<file path="config.mk">
export PLATFORM = sky130hd
export DESIGN_NAME = crc_stream_unit
export DESIGN_NICKNAME = d
export VERILOG_FILES = /design/src/rtl/crc_stream_unit.sv
export SDC_FILE = /design/constraint.sdc
export NUM_CORES = 1
export LEC_CHECK = 0
export ABC_CLOCK_PERIOD_IN_PS = 1100
export CORE_MARGIN = 4
export CORE_UTILIZATION = 42
export DETAILED_ROUTE_END_ITERATION = 12
export GPL_ROUTABILITY_DRIVEN = 0
export GPL_TIMING_DRIVEN = 0
export PLACE_DENSITY = 0.72
export SYNTH_ARGS = -nofsm -noshare
export SYNTH_HDL_FRONTEND = slang
export SYNTH_SLANG_ARGS = --single-unit
</file>
<file path="constraint.sdc">
create_clock -name i_clk -period 1.1 [get_ports i_clk]
set_input_delay 0.275 -clock i_clk [delete_from_list [all_inputs] [get_ports i_clk]]
set_output_delay 0.275 -clock i_clk [all_outputs]
set_load 0.05 [all_outputs]
</file>
<file path="src/rtl/crc_stream_unit.sv">
// crc_stream_unit: streaming Galois-LFSR CRC over WCODE-bit words,
// BPC bits per clock, MSB first, chained across words until last.
module crc_stream_unit #(
  parameter int WCODE = 4,
  parameter int WPOLY = 5,
  parameter int BPC   = 1,
  parameter logic [WPOLY-2:0] INIT = '0
) (
  input  logic             i_clk,
  input  logic             i_rst,
  input  logic [WPOLY-1:0] i_poly,
  input  logic             i_start,
  input  logic             i_valid,
  input  logic [WCODE-1:0] i_data,
  input  logic             i_last,
  output logic             o_ready,
  output logic             o_valid,
  output logic [WPOLY-2:0] o_crc,
  output logic             o_ok
);

  localparam int R  = WPOLY - 1;
  localparam int N  = WCODE / BPC;
  localparam int CW = $clog2(N + 1);

  if ((BPC < 1) || ((WCODE % BPC) != 0)) begin : g_bpc_check
    $error("crc_stream_unit: BPC must divide WCODE");
  end

  typedef enum logic [1:0] {
    IDLE,
    SHIFT,
    DONE
  } state_t;

  state_t           state_q, state_d;
  logic [R-1:0]     crc_q, crc_d;
  logic [R-1:0]     poly_q, poly_d;
  logic [WCODE-1:0] data_q, data_d;
  logic             last_q, last_d;
  logic [CW-1:0]    cnt_q, cnt_d;
  logic [R-1:0]     crc_nx;
  logic             fb;

  // The implicit x^R term never enters the register.
  logic unused_poly_msb;
  assign unused_poly_msb = i_poly[WPOLY-1];

  // BPC chained LFSR steps over the top bits of the latched word.
  always_comb begin
    crc_nx = crc_q;
    fb     = 1'b0;
    for (int j = 0; j < BPC; j++) begin
      fb     = crc_nx[R-1] ^ data_q[WCODE-1-j];
      crc_nx = {crc_nx[R-2:0], 1'b0} ^ (fb ? poly_q : '0);
    end
  end

  // Next-state and handshake outputs.
  always_comb begin
    state_d = state_q;
    crc_d   = crc_q;
    poly_d  = poly_q;
    data_d  = data_q;
    last_d  = last_q;
    cnt_d   = cnt_q;
    o_ready = 1'b0;
    o_valid = 1'b0;
    unique case (state_q)
      IDLE: begin
        o_ready = 1'b1;
        if (i_start) crc_d = INIT;
        if (i_valid) begin
          data_d  = i_data;
          last_d  = i_last;
          poly_d  = i_poly[R-1:0];
          cnt_d   = '0;
          state_d = SHIFT;
        end
      end
      SHIFT: begin
        crc_d  = crc_nx;
        data_d = data_q << BPC;
        cnt_d  = cnt_q + CW'(1);
        if (cnt_q == CW'(N - 1))
          state_d = last_q ? DONE : IDLE;
      end
      DONE: begin
        o_valid = 1'b1;
        state_d = IDLE;
      end
      default: state_d = IDLE;
    endcase
  end

  // State and datapath registers with synchronous reset.
  always_ff @(posedge i_clk) begin
    if (i_rst) begin
      state_q <= IDLE;
      crc_q   <= INIT;
      poly_q  <= '0;
      data_q  <= '0;
      last_q  <= 1'b0;
      cnt_q   <= '0;
    end else begin
      state_q <= state_d;
      crc_q   <= crc_d;
      poly_q  <= poly_d;
      data_q  <= data_d;
      last_q  <= last_d;
      cnt_q   <= cnt_d;
    end
  end

  assign o_crc = crc_q;
  assign o_ok  = o_valid & (crc_q == '0);

endmodule
</file>
-- After elaboration in Yosys (flattened, before gate mapping)
Index checks and enable logic that the tools add are counted.
- register bits: 18
- bits in latches: 0
- bits in writable memories: 0
- bits in read-only memories: 0
- input port bits: 14
- output and inout port bits: 7
- word-level logic and storage cells: 36
- memories kept: 0
- add/subtract/negate cells: 1
- multipliers: 0
- divide/modulo/power cells: 0
- magnitude comparators: 0
- equal/unequal tests: 6
- shift-type cells: 0
- mux-type cells: 13
- bitwise operators: 3
- reductions and logical operators: 7
- operators with widths (operator ; number):
    one-hot mux 4 bit (2 select lines) ; 2
    2-to-1 mux 4 bit ; 3
    AND reduction 2 bit ; 4
    2-to-1 mux 2 bit ; 3
    inequality test 2 bit, second input constant ; 3
    one-hot mux 3 bit (2 select lines) ; 1
    logical NOT 4 bit ; 1
    one-hot mux 2 bit (2 select lines) ; 1
    bitwise XOR 4 bit ; 1
    adder 3 x 1 -> 3 bit, second input constant ; 1
    equality test 3 x 2 -> 1 bit, second input constant ; 1
    2-to-1 mux 3 bit ; 1
    equality test 2 x 1 -> 1 bit, second input constant ; 1
    equality test 2 bit, second input constant ; 1
    logical NOT 2 bit ; 1
    2-to-1 mux 1 bit ; 2
    nonzero test 2 bit ; 1
    AND 1 bit ; 1
    bitwise XOR 1 bit ; 1

-- Logic depth before layout (Yosys ltp)
- depth in word-level cells: 4
- gate-level depth with buffers: 5
- depth with buffers taken out: 5

-- Least setup slack after synthesis
Ideal clock, no wire load.
- path type: reg2out
- start point: reg state_q[1]
- end point: out o_ok
- data arrival time: 1802 ps
- data required time: 825 ps
- setup slack: -977 ps
- stages on the path, launching flop included: 4
- buffers on the path: 1
- cells stage by stage: dfxtp_1 buf_6 nor2b_1 and4_1
- word-level cells in the longest chain between the ends: 3
- ends and longest elaborated chain (item ; line ; source):
    start, declared ; 36 ; state_t state_q, state_d;
    start signal, assigned ; 106 ; state_q <= state_d;
    equality test 2 bit ; 69 ; unique case (state_q)
    2-to-1 mux 1 bit ; 69 ;
    via o_valid ; 17 ; output logic o_valid,
    AND 1 bit ; 116 ; assign o_ok = o_valid & (crc_q == '0);
    end, declared ; 19 ; output logic o_ok
The timed path passes the listed nets, and every way through them passes these cells.

-- Final worst setup path
- start point: reg state_q[1]
- end point: out o_ok
- word-level cells in the longest chain between the ends: 3
- ends and longest elaborated chain (item ; line):
    equality test 2 bit ; 69
    2-to-1 mux 1 bit ; 69
    AND 1 bit ; 116
No other way between the ends.

==> results.md <==
* Critical-path top delay cell: dfxtp_2
* Vias in the first global route at between 800 and 900
* DRC at 0
* CTS Root Cell: clkbuf_4
* Nets at about 140
* Ys flop type: dfxtp_1
* Register area share after synthesis at 0.420
* Detailed Place HPWL at roughly 1.3 mm
* Status: finished, violations left
* Io pins at 21
* Max Transition Viols Final at 0
* Chip width at between 50 and 60 um
* Library cells used by synthesis at 32
* CTS tree: built
* Dominant cell type by area after synthesis: dfxtp_1
* PortBufs at 19
* Die ar. at roughly 0.0028 mm^2
* Largest fanout on the critical path at 2
* Top cells by area, synth: dfxtp_1 42%, mux2i_1 7.0%, nor2_1 6.1%
* Initial core utilization at 0.441
* Fmax at 0.698 GHz
* Clock skew at around 0.0095 ns
* Tmin final at 1.43 ns
* Antenna violation net count after detailed routing at 0
* Hold Buf Count CTS at 0
* Multi-input logic area at roughly 550 um^2
* Largest net degree at the start of global routing at 11
* Cell chain of the critical path: nor2b_4, and4_4, buf_8
* Final setup vio count at 23
* RSZ-0062 raised after global routing: yes
* Share of cells above drive strength 1 at 0.452
* Critical Path Start Type: flop
* Rows at 16
* Synthesized area per cell at about 9.3 um^2
* Core Region at around 0.0019 mm^2
* Non-filler cells in the finished layout at between 150 and 200
* Max-cap violation count at 0
* Layout fillers at 150
* Worst hold margin at between 0.4 and 0.5 ns
* Leakage power total at 0.000562 uW
* CP arrival at approximately 1.2 ns
* Die Span Y at approximately 53 um
* Via count at between 800 and 900
* Drt wl/cell at ~15 um
* Vias per cell at 5.29
* Top-area cell type share of the netlist area at 0.420
* Commonest non-fill, non-tap cell in the layout: dfxtp_1
* Final Worst Setup Slack at -0.332 ns
* H-Tree Level Count at 1
* FF/Latch Area at around 380 um^2
* First-pass GRT wire length at about 3.7 mm
* Cells after Synth at between 90 and 100
* Worst slack at placement at -0.759 ns
* Final global-route overflow total at 0
* Worst vdd ir at roughly 640 uV
* Clock slew at reported path FFs at between 0.1 and 0.15 ns
* Post-Syn Area at between 800 and 900 um^2
* EDFF count, synth at 0
* Clock buffer depth at 2
* Setup Crit Path Kind: reg -> out
* # clock sinks at 18
* Endpoint class of the critical path: output port
* All-layer global routing usage at 0.187
* DP Cell Count at about 140
* Initial antenna violation count at 0
* Number of DRC violations after detailed-routing iteration 0 at 12
* Clock latency on the worst-skew pair at approximately 0.3 ns
* ANT cells at 0
* Hold Violations, Final at 0
* Pwr Total at around 1300 uW
* Layout area overhead at 63.8%
* Final period utilization at 1.30
* Ys Warns at 0
* First-pass DRT Iterations at 4
* Num CTS Buffers at 3
* Largest stage delay on the critical path at ~0.36 ns
* Worst Hold Class: in -> reg
* Failing checks: negative setup slack
* Synth Net Count at roughly 110
* Cell Pwr Density at ~960 mW/mm^2
* Flop and latch count out of synthesis at 18
* Post-synthesis async set-or-reset flop share at 0
* Commonest non-fill, non-tap cells in the layout: 11 x dfxtp_1, 10 x nor2_1, 10 x clkdlybuf4s50_1, 9 x inv_1, 9 x buf_8
* Worst-margin pin slew at 0.413 ns
* Final core occ at 0.723
* Routed wire length at roughly 2.3 mm
* Worst slew margin at 0.724
* Critical Path RT at roughly 0.8 ns
flip-flops by register name, summed over array words and instances (netlist names):
signal   count
last_q       1
poly_q       4
cnt_q        3
data_q       4
o_crc        4
state_q      2
report_power, final:
part / internal, uW / switching [uW] / leakage (uW)
combinational: 156 / 133 / 0.000395
clock: 141 / 208 / 0.0000150
sequential: 675 / 29.6 / 0.000152
worst max-delay path: cells and delay by family, from the launching register on:
family | cells | cell delay (ns)
AND/OR/NAND/NOR | 2 | 0.37
flip-flops | 1 | 0.36
buffers and inverters | 1 | 0.14
final cells by class:
cell class,instances,share of cell area
Buffer,1,0.00357
Multi-Input combinational cell,61,0.392
Clock buffer,4,0.0187
Inverter,9,0.0241
Sequential cell,18,0.272
Timing Repair Buffer,33,0.266
Tap cell,27,0.0241
stage by stage:
stage	TNS [ns]	instance area (um^2)
3_5_place_dp	-11.95	1110
4_1_cts	-4.42	1310
2_1_floorplan	-1.03	883
5_1_grt	-5.20	1400
3_3_place_gp	-11.62	1110
6_report	-3.97	1400
synth_stat cells, types with 2 or more instances:
library cell / n
dfxtp_1: 18
nor2_1: 14
inv_1: 9
mux2i_1: 6
a21oi_1: 3
a22oi_1: 3
and2_1: 3
nand2_1: 3
nor2b_1: 3
o221a_2: 3
ha_1: 2
nor3b_1: 2
o211ai_1: 2
o21bai_1: 2
o221ai_1: 2
repair_timing:
item                                    4_1_cts  5_1_grt
buffers inserted                              9        6
gates cloned                                  0        0
pin swaps                                     9       16
gates resized for setup                      78       25
endpoints found under the setup margin       25       25
cells by family (layout without fill, tap and decap cells):
family,count (synthesis),count (layout),share of synthesized area
AOI/OAI and AO/OA,18,18,0.166
xor gates and xnor gates,1,1,0.0102
adders and majority gates,2,2,0.0292
buffers and inverters,13,47,0.0715
DFF,18,18,0.420
muxes,6,6,0.0701
and+or+nand+nor,34,34,0.232
per-layer routing:
metal | track usage | vias to the layer above | share of wire
met2 | 0.339 | 24 | 0.53
met1 | 0.193 | 381 | 0.39
met5 | 0 | - | 0
li1 | - | 396 | -
met4 | 0.111 | 0 | 0.029
met3 | 0.0423 | 8 | 0.046
worst paths after layout:
kind | end | slack, ns | start | cells past startpoint
setup / recovery | o_ok | -0.33 | state_q[1]$_SDFFE_PP0P_ | 3
hold / removal | cnt_q[0]$_SDFFE_PP0P_ | 0.42 | i_rst | 2
setup reg to reg | poly_q[1]$_SDFFE_PP0P_ | -0.24 | state_q[1]$_SDFFE_PP0P_ | 6
hold reg to reg | cnt_q[0]$_SDFFE_PP0P_ | 0.47 | cnt_q[0]$_SDFFE_PP0P_ | 1
Note: power is estimated with default switching activity, not from simulation.
